File: src/rtl/glbl_pkg.sv
// glbl_pkg: shared startup-sequencer state type and counter sizing helper
package glbl_pkg;
    typedef enum logic [1:0] {ST_ROC, ST_TOC, ST_DONE} state_t;
    function automatic int cnt_width(input int a, input int b);
        return $clog2((a > b ? a : b) + 1);
    endfunction
endpackage

File: src/rtl/glbl_cnt.sv
// glbl_cnt: loadable down-counter with last/zero flags for the startup sequencer
module glbl_cnt #(
    parameter int W    = 4,
    parameter int INIT = 1
) (
    input  logic         clk,
    input  logic         rst_n,
    input  logic         ld,
    input  logic [W-1:0] ld_val,
    input  logic         dec,
    output logic         last,
    output logic         zero
);
    logic [W-1:0] cnt;
    always_ff @(posedge clk) begin
        if (!rst_n)   cnt <= W'(INIT);
        else if (ld)  cnt <= ld_val;
        else if (dec) cnt <= cnt - 1'b1;
    end
    assign last = cnt == W'(1);
    assign zero = cnt == '0;
endmodule

File: src/rtl/glbl_ctrl.sv
// glbl_ctrl: power-on style startup sequencer driving gsr/prld, gts and done
module glbl_ctrl
    import glbl_pkg::*;
#(
    parameter int ROC_CYCLES = 10,
    parameter int TOC_CYCLES = 0
) (
    input  logic clk,
    input  logic rst_n,
    input  logic restart,
    output logic gsr,
    output logic prld,
    output logic gts,
    output logic done,
    output logic busy
);
    localparam int W       = cnt_width(ROC_CYCLES, TOC_CYCLES);
    localparam bit HAS_TOC = TOC_CYCLES > 0;
    state_t         state, state_nxt;
    logic           ld, dec, last, zero;
    logic [W-1:0]   ld_val;
    glbl_cnt #(.W(W), .INIT(ROC_CYCLES)) u_cnt (
        .clk    (clk),
        .rst_n  (rst_n),
        .ld     (ld),
        .ld_val (ld_val),
        .dec    (dec),
        .last   (last),
        .zero   (zero)
    );
    // the zero guard keeps the counter parked at 0 in DONE instead of wrapping
    assign dec = !ld && !zero;
    always_comb begin
        state_nxt = state;
        ld        = restart;
        ld_val    = W'(ROC_CYCLES);
        if (restart) begin
            state_nxt = ST_ROC;
        end else if (last && state == ST_ROC && HAS_TOC) begin
            state_nxt = ST_TOC;
            ld        = 1'b1;
            ld_val    = W'(TOC_CYCLES);
        end else if (last && state != ST_DONE) begin
            state_nxt = ST_DONE;
        end
    end
    // outputs are registered from the next state so they change on the same edge as the state
    always_ff @(posedge clk) begin
        if (!rst_n) begin
            state <= ST_ROC;
            gsr   <= 1'b1;
            gts   <= 1'b1;
            done  <= 1'b0;
        end else begin
            state <= state_nxt;
            gsr   <= state_nxt == ST_ROC;
            gts   <= state_nxt != ST_DONE;
            done  <= state_nxt == ST_DONE;
        end
    end
    assign prld = gsr;
    assign busy = ~done;
endmodule

File: config.mk
export PLATFORM = sky130hd
export DESIGN_NAME = glbl_ctrl
export DESIGN_NICKNAME = d
export VERILOG_FILES = /design/src/rtl/glbl_pkg.sv /design/src/rtl/glbl_cnt.sv /design/src/rtl/glbl_ctrl.sv
export SDC_FILE = /design/constraint.sdc
export NUM_CORES = 1
export LEC_CHECK = 0
export BUFFER_PORTS_ARGS = -buffer_cell sky130_fd_sc_hd__buf_4
export CAP_MARGIN = 5
export CORE_AREA = 2 2 39 41
export CTS_CLUSTER_DIAMETER = 120
export DETAILED_ROUTE_END_ITERATION = 8
export DIE_AREA = 0 0 41 43
export HOLD_SLACK_MARGIN = 0.02
export SLEW_MARGIN = 25
export SYNTH_ARGS = -nofsm -noshare
export SYNTH_HDL_FRONTEND = slang
export SYNTH_SLANG_ARGS = --single-unit
File: constraint.sdc
create_clock -name clk -period 1.1 [get_ports clk]
set_input_delay 0.165 -clock clk [delete_from_list [all_inputs] [get_ports clk]]
set_output_delay 0.165 -clock clk [all_outputs]
set_load 0.01 [all_outputs]
# == Yosys cells after proc, flatten, opt, wreduce, memory -nomap -nowiden ==
# Cells that the tools add are included.
# totals
regBits,9
inputBits,3
out_inout_bits,5
wordCells,21
# op_classes
n_addsub,1
eq_ne,4
muxes,2
n_bitwise,2
n_reduce_logical,7
# ops
op,n
"== test 4 x 1 -> 1 bit, second input constant",1
zero test 4 bit,1
2-to-1 mux 2 bit,2
"!= test 2 bit, second input constant",2
"subtractor 4 x 1 -> 4 bit, second input constant",1
"== test 2 bit, second input constant",1
logical AND 1 bit,2
zero test 1 bit,2
zero test 2 bit,1
inverter 1 bit,2
OR reduction 2 bit,1

# == Logic depth before layout (Yosys ltp) ==
# Gate-level depths: netlist of the first run.
# depth
word_depth,5
ltp_mapped,5

# == By module ==
# A second synthesis of the first run with hierarchy kept.
# unflattened
hier_cells,47
area_unflattened_um2,434.2
# by_module_without_submodules
module,instances,cells_each,area_per_inst_um2,seq_area_each_um2
glbl_cnt,1,28,249.0,80.1
glbl_ctrl,1,19,185.2,100.1

# == Least setup slack after synthesis of the first run ==
# Ideal clock, no wire load.
# synth_timing
path_type,register to register
startpoint,register u_cnt.cnt[0]
endpoint,register u_cnt.cnt[1]
setup_ns,0.128
arrival_ns,0.996
path_slack_ns,-0.024
path_stages_with_launch,6
period_less_slack_ns,1.124
path_cell_list,dfxtp_1 -> inv_1 -> ha_1 -> nor3b_2 -> nor3b_1 -> a31oi_1
# synth_between
elab_chain_len,3
# synth_lines
item,line,source
from (decl),glbl_cnt.sv:14,logic [W-1:0] cnt;
from (signal assigned),glbl_cnt.sv:16,if (!rst_n) cnt <= W'(INIT);
from (signal assigned),glbl_cnt.sv:17,else if (ld) cnt <= ld_val;
from (signal assigned),glbl_cnt.sv:18,else if (dec) cnt <= cnt - 1'b1;
"parallel branches: the longest is 3 deep, another holds subtractor 4 x 1 -> 4 bit",--,
# Parallel ways; which one is timed is not known.
# A chain may end at the register's enable or synchronous reset.

# == Worst setup path after layout of the first run ==
# layout_timing
startpoint,register u_cnt.cnt[0]
endpoint,register u_cnt.cnt[0]
# Same word-level chain as after synthesis.

==> results.py, run 1 <==
metrics = {
    "die": {
        "core_sq_um": 1380,
        "initial_utilization_pct": 27.4,
        "die_w_um": 41,
        "die_area_sq_um": 1760,
        "die_y_um": 43,
        "io_pins": 8,
        "fp-row-count": 14,
    },
    "worst_setup_path": {
        "r2r_start": "u_cnt.cnt[0]$_SDFFE_PP0P_",
        "path_class": "register to register",
        "worstPathRequired_ps": 1240,
        "rr_endpoint": "u_cnt.cnt[0]$_SDFFE_PP0P_",
        "start_kind": "register",
        "critical_path.max_stage_delay_ps": 330,
        "critPathArrivalTime_ps": 1230,
        "slowest_stage": "dfxtp_2",
        "cp_max_fo": 3,
        "end_kind": "register",
        "r2r_cells": 5,
        "r2r_slack_ps": 10,
        "path_cells": "inv_2 -> ha_4 -> nor3b_4 -> xnor2_1 -> nor2_1",
    },
    "cts": {
        "cts_root_buffer": "clkbuf_4",
        "hold_buffers": 0,
        "cts.sinks": 9,
        "htree_num_levels": 1,
        "path_clk_slew_ps": 60,
        "cts_buffers": 3,
        "clkLatencyLatePin_ps": 260,
        "clock_path_buffers": 2,
        "cts_tree": "built",
    },
    "drt": {
        "firstDrtPassIters": 3,
        "wl_met2_um": 334,
        "viasPerCell": 4.27,
        "routedWlPerCell_um": 9.41,
        "drtIter0Drc": 9,
        "met1_length_um": 280,
        "wl_um": 668,
        "remaining_drc_errors": 0,
        "ant_nets": 0,
        "wl_met3_um": 53,
        "highest_layer": "met3",
        "num_vias": 303,
    },
    "min_path": {
        "min_to": "gsr$_SDFF_PN1_",
        "hp-start": "restart",
        "hp-class": "input pin to register",
        "min_path_cells": 3,
    },
    "layout": {
        "diodes": 0,
        "syn2layout_area_growth_pct": 44.9,
        "layout.nets": 62,
        "drive_gt1_share_pct": 43.6,
        "instances_no_fill": 71,
        "n_fill_cell": 157,
    },
    "sta": {
        "slew_violations": 0,
        "tightest_slew_ps": 286,
        "grt_setup_unrepaired": "yes",
        "fmax_mhz": 918,
        "layout_setup_ws_ps": 10.7,
        "slew-limit-headroom_pct": 80.9,
        "finalSetupViolCount": 0,
        "hold_viol": 0,
        "skew_ps": 3.56,
        "period_minus_slack_ps": 1090,
        "fin_crit_sh_pct": 99.0,
    },
    "global_route": {
        "grt_pass1_vias": 307,
        "grt_antenna_before_repair": 0,
        "grt_pass1_wl_um": 1190,
        "grt_max_degree": 6,
        "track_usage_pct": 10.3,
        "grt_overflow_total": 0,
    },
    "placed_design": {
        "dp_slack_ps": -77.2,
        "dp.cells": 65,
        "port_buffers": 7,
        "routabilityCongestion": 0.733,
        "hpwl_um": 485,
    },
    "run": {
        "drv_cap": 0,
    },
    "yosys": {
        "yosysSeqAreaShare_pct": 47.5,
        "async_reset_ff_share_pct": 0,
        "yosysUniqueCellTypes": 20,
        "ys_ff_latch": 9,
        "syn_avg_cell_area_sq_um": 9.72,
        "yosysWarningCount": 0,
        "syn-cell-area_sq_um": 379,
        "syn_nets": 45,
        "synth_edf_count": 0,
        "ys.flop_type": "dfxtp_1",
        "synthCells": 39,
    },
    "power": {
        "power.density_nw_per_um2": 1200,
        "power.leakage_nw": 0.235,
        "peakVddDrop_mv": 1.14,
    },
    "outcome": {
        "status": "complete, no violations",
    },
}
cells in the mapped netlist, types with 2 or more instances:
library cell / instances / area share [%]
nor2b_1: 2 / 3.3
nor2_1: 4 / 4.0
dfxtp_1: 9 / 48
nor3b_1: 2 / 4.0
inv_1: 4 / 4.0
ha_1: 3 / 9.9
nand2b_1: 2 / 3.3
critical path: cells and delay by family (launching register included):
kind / cells / cell delay (ps)
adder cells (fa/ha/maj): 1 / 130
buffers and inverters: 1 / 80
XOR/XNOR: 1 / 150
AND/OR/NAND/NOR: 2 / 280
flip-flops: 1 / 330
routing by layer:
metal,global-route usage [%],vias up
met5,0,-
met2,16.3,12
met1,10.4,132
met4,4.00,0
met3,6.28,0
li1,-,159
per-stage QoR:
| stage | util [%] | area, sq um | total power [mW] | hold slack (ps) | TNS (ps) |
|---|---|---|---|---|---|
| 2_1_floorplan | - | 384 | 0.375 | 297 | -9.24 |
| 3_3_place_gp | 34.6 | 479 | 0.398 | 429 | -63.1 |
| 3_5_place_dp | 34.6 | 479 | 0.401 | 432 | -199 |
| 4_1_cts | 39.7 | 549 | 0.673 | 161 | -4.37 |
| 5_1_grt | 39.7 | 549 | 0.704 | 173 | -146 |
| 6_report | 39.7 | 549 | 0.662 | 161 | 0 |
what timing repair did:
| action | 4_1_cts | 5_1_grt |
|---|---|---|
| gates resized for setup | 10 | 0 |
| pin swaps | 5 | 2 |
| endpoints found under the setup margin | 5 | 5 |
| buffers inserted | 2 | 0 |
cells in the final DEF (no fill, tap or decap):
cell type	count
a31oi_1	1
nor3b_2	2
clkbuf_4	3
nor2_1	4
o31ai_1	1
dfxtp_1	7
xnor2_1	1
inv_1	2
nor2b_1	2
nor3_1	1
o21ai_1	1
inv_4	1
or2b_1	1
inv_2	1
buf_4	13
nand2_1	1
or3_1	1
nand3b_1	1
nand2b_1	2
clkbuf_1	1
a21oi_1	1
nor3b_4	1
ha_4	1
a211o_1	1
ha_1	2
dfxtp_2	2
state kept, by name (all words and copies together), names as in the netlist:
| name | count |
|---|---|
| u_cnt.cnt | 4 |
| state | 2 |
| done | 1 |
| gsr | 1 |
| gts | 1 |
worst max-delay path by stage:
stage | from | endpoint | slack [ps] | cells past startpoint
after floorplan | u_cnt.cnt[0]$_SDFFE_PP0P_ | u_cnt.cnt[1]$_SDFFE_PP1P_ | -9 | 5
after global placement | u_cnt.cnt[0]$_SDFFE_PP0P_ | u_cnt.cnt[1]$_SDFFE_PP1P_ | -40 | 5
after detailed placement | u_cnt.cnt[0]$_SDFFE_PP0P_ | u_cnt.cnt[1]$_SDFFE_PP1P_ | -80 | 5
after CTS | u_cnt.cnt[0]$_SDFFE_PP0P_ | u_cnt.cnt[0]$_SDFFE_PP0P_ | -4 | 5
after global routing | u_cnt.cnt[0]$_SDFFE_PP0P_ | u_cnt.cnt[1]$_SDFFE_PP1P_ | -80 | 5
final | u_cnt.cnt[0]$_SDFFE_PP0P_ | u_cnt.cnt[0]$_SDFFE_PP0P_ | 10 | 5
power breakdown:
group / switching [mW] / total (mW) / internal [mW]
sequential: 0.00727 / 0.342 / 0.334
clock: 0.112 / 0.251 / 0.140
combinational: 0.0281 / 0.0688 / 0.0407
area by class of cell:
| type | count | area [sq um] | area share [%] |
|---|---|---|---|
| Clock buffer | 4 | 26.3 | 4.78 |
| Inverter | 4 | 17.5 | 3.19 |
| Multi-Input combinational cell | 25 | 205 | 37.4 |
| Sequential cell | 9 | 183 | 33.3 |
| Tap cell | 16 | 20.0 | 3.64 |
| Timing Repair Buffer | 13 | 97.6 | 17.8 |
kinds of logic (layout without fill, tap and decap cells):
| group | Yosys count | count (layout) | share of synthesized area (%) |
|---|---|---|---|
| and+or+nand+nor | 16 | 16 | 25.7 |
| DFF | 9 | 9 | 47.5 |
| AOI/OAI and AO/OA | 5 | 5 | 8.58 |
| buffers and inverters | 5 | 21 | 5.94 |
| adders and majority gates | 3 | 3 | 9.90 |
| xor gates and xnor gates | 1 | 1 | 2.31 |
No activity file was read; power rests on OpenSTA's default activity.
==> run 2, diff against run 1 <==
Settings changed: CELL_PAD_IN_SITES_DETAIL_PLACEMENT set to 2, CELL_PAD_IN_SITES_GLOBAL_PLACEMENT set to 2, CORE_AREA 2 2 39 41 to unset, CORE_UTILIZATION set to 26, DIE_AREA 0 0 41 43 to unset, PLACE_DENSITY_LB_ADDON set to 0.1.
==> run 2 against run 1 <==
The run now ends with setup timing left. Via count up 4.6%. Clock skew down 0.66 ps. Power up 0.63%. Largest cell class unchanged. Highest routed layer is now met4.
==> results.py, run 2 (same netlist as run 1, synthesis figures left out) <==
metrics = {
    "outcome": {
        "status": "complete, but fails checks",
        "violations": "setup timing",
    },
    "cts": {
        "cts_root_buffer": "clkbuf_4",
        "htree_num_levels": 1,
        "cts.sinks": 9,
        "hold_buffers": 0,
        "cts_setup_buffers": 0,
        "path_clk_slew_ps": 60,
        "clkLatencyLatePin_ps": 260,
        "cts_tree": "built",
        "cts_buffers": 3,
        "clock_path_buffers": 2,
    },
    "die": {
        "die_y_um": 40.2,
        "core_sq_um": 1330,
        "io_pins": 8,
        "initial_utilization_pct": 28.4,
        "fp-row-count": 13,
        "die_w_um": 40.2,
        "die_area_sq_um": 1610,
    },
    "global_route": {
        "grt_antenna_before_repair": 0,
        "grt_max_degree": 6,
        "grt_overflow_total": 0,
        "track_usage_pct": 15.6,
        "grt_pass1_vias": 339,
        "grt_pass1_wl_um": 1500,
    },
    "sta": {
        "final.setup.tns_ps": -34.6,
        "layout_setup_ws_ps": -19.3,
        "slew_violations": 0,
        "tightest_slew_ps": 387,
        "period_minus_slack_ps": 1120,
        "fmax_mhz": 893,
        "grt_setup_unrepaired": "yes",
        "hold_viol": 0,
        "skew_ps": 2.90,
        "slew-limit-headroom_pct": 74.2,
        "fin_crit_sh_pct": 102,
        "hold_ws_ps": 179,
        "finalSetupViolCount": 2,
    },
    "layout": {
        "largest_reg_flops": 4,
        "fin_area_sq_um": 556,
        "syn2layout_area_growth_pct": 46.5,
        "layout_common_cells": "buf_4, dfxtp_1, nor2_1, clkbuf_4",
        "layout.nets": 61,
        "instances_no_fill": 69,
        "drive_gt1_share_pct": 46.3,
        "diodes": 0,
        "final_common_cell": "buf_4",
        "regMostFlops": "u_cnt.cnt",
        "reg_top3": "u_cnt.cnt: 4 flops, state: 2 flops",
    },
    "power": {
        "pwr-share-comb_pct": 10.3,
        "power.leakage_nw": 0.223,
        "power.density_nw_per_um2": 1200,
        "p_int_mw": 0.513,
        "switching_share_pct": 23.0,
        "peakVddDrop_mv": 0.624,
        "power_frac_clock_pct": 38.1,
        "power.share.sequential_pct": 51.5,
        "p_switching_mw": 0.153,
    },
    "placed_design": {
        "port_buffers": 7,
        "hpwl_um": 687,
        "dp.cells": 65,
        "dpl_cell_area_sq_um": 485,
        "routabilityCongestion": 0.799,
    },
    "min_path": {
        "min_to": "gsr$_SDFF_PN1_",
        "hp-start": "restart",
        "min_path_cells": 3,
        "hp-class": "input pin to register",
    },
    "drt": {
        "ant_nets": 0,
        "firstDrtPassIters": 6,
        "viasPerCell": 4.59,
        "drtIter0Drc": 3,
        "routedWlPerCell_um": 12.6,
        "wl_um": 872,
        "num_vias": 317,
        "remaining_drc_errors": 0,
    },
    "worst_setup_path": {
        "cp_max_fo": 3,
        "critPathArrivalTime_ps": 1240,
        "end_kind": "register",
        "r2r_slack_ps": -20,
        "start_kind": "register",
        "worstPathRequired_ps": 1220,
        "rr_endpoint": "u_cnt.cnt[1]$_SDFFE_PP1P_",
        "r2r_cells": 5,
        "path_class": "register to register",
        "r2r_start": "u_cnt.cnt[0]$_SDFFE_PP0P_",
    },
    "run": {
        "drv_cap": 0,
    },
}
[run 2: worst max path at each step]
stage                                 to  slack, ps                       from  cells past startpoint
2_1_floorplan  u_cnt.cnt[1]$_SDFFE_PP1P_         -9  u_cnt.cnt[0]$_SDFFE_PP0P_                      5
3_3_place_gp   u_cnt.cnt[1]$_SDFFE_PP1P_        -30  u_cnt.cnt[0]$_SDFFE_PP0P_                      5
3_5_place_dp   u_cnt.cnt[1]$_SDFFE_PP1P_       -140  u_cnt.cnt[0]$_SDFFE_PP0P_                      5
4_1_cts        u_cnt.cnt[1]$_SDFFE_PP1P_        -20  u_cnt.cnt[0]$_SDFFE_PP0P_                      5
5_1_grt        u_cnt.cnt[1]$_SDFFE_PP1P_       -110  u_cnt.cnt[0]$_SDFFE_PP0P_                      5
6_report       u_cnt.cnt[1]$_SDFFE_PP1P_        -20  u_cnt.cnt[0]$_SDFFE_PP0P_                      5
[run 2: final cells by class]
| type | instances | area [sq um] |
|---|---|---|
| multi-input cells | 25 | 218 |
| repair buffers | 12 | 90.1 |
| inverters | 4 | 20.0 |
| well taps | 15 | 18.8 |
| flip-flops and latches | 9 | 183 |
| fillers | 157 | 778 |
| clock buffers | 4 | 26.3 |
[run 2: repair_timing]
action	CTS	global route
resized for setup	12	2
pin swaps	2	2
endpoints found under the setup margin	6	8
[run 2: critical path, stage by stage, from the launching register on]
cell,delay [ps]
dfxtp_2,360
inv_4,50
ha_4,150
nor3b_4,150
nor3b_1,200
a31oi_1,70
[run 2: per-layer routing]
| metal | GRT usage (%) | wire (um) | share of wire [%] | vias up |
|---|---|---|---|---|
| li1 | - | - | - | 157 |
| met1 | 17.2 | 387 | 44 | 148 |
| met2 | 24.2 | 428 | 49 | 10 |
| met3 | 8.33 | 49 | 5.6 | 2 |
| met4 | 7.50 | 7 | 0.80 | 0 |
| met5 | 0 | 0 | 0 | - |
[run 2: power by group through the flow]
stage	registers, mW	logic [mW]	clock network, mW
6_report	0.343	0.0687	0.254
5_1_grt	0.344	0.0785	0.301
4_1_cts	0.343	0.0693	0.272
3_5_place_dp	0.347	0.0599	0
3_3_place_gp	0.346	0.0545	0
2_1_floorplan	0.345	0.0294	0
[run 2: stage by stage]
stage,total power [mW],setup WS (ps),util [%]
floorplan,0.375,-9.24,-
global placement,0.400,-29.1,36.4
detailed placement,0.406,-136,36.4
CTS,0.685,-16.4,41.0
global route,0.723,-112,41.7
finish,0.666,-19.3,41.7
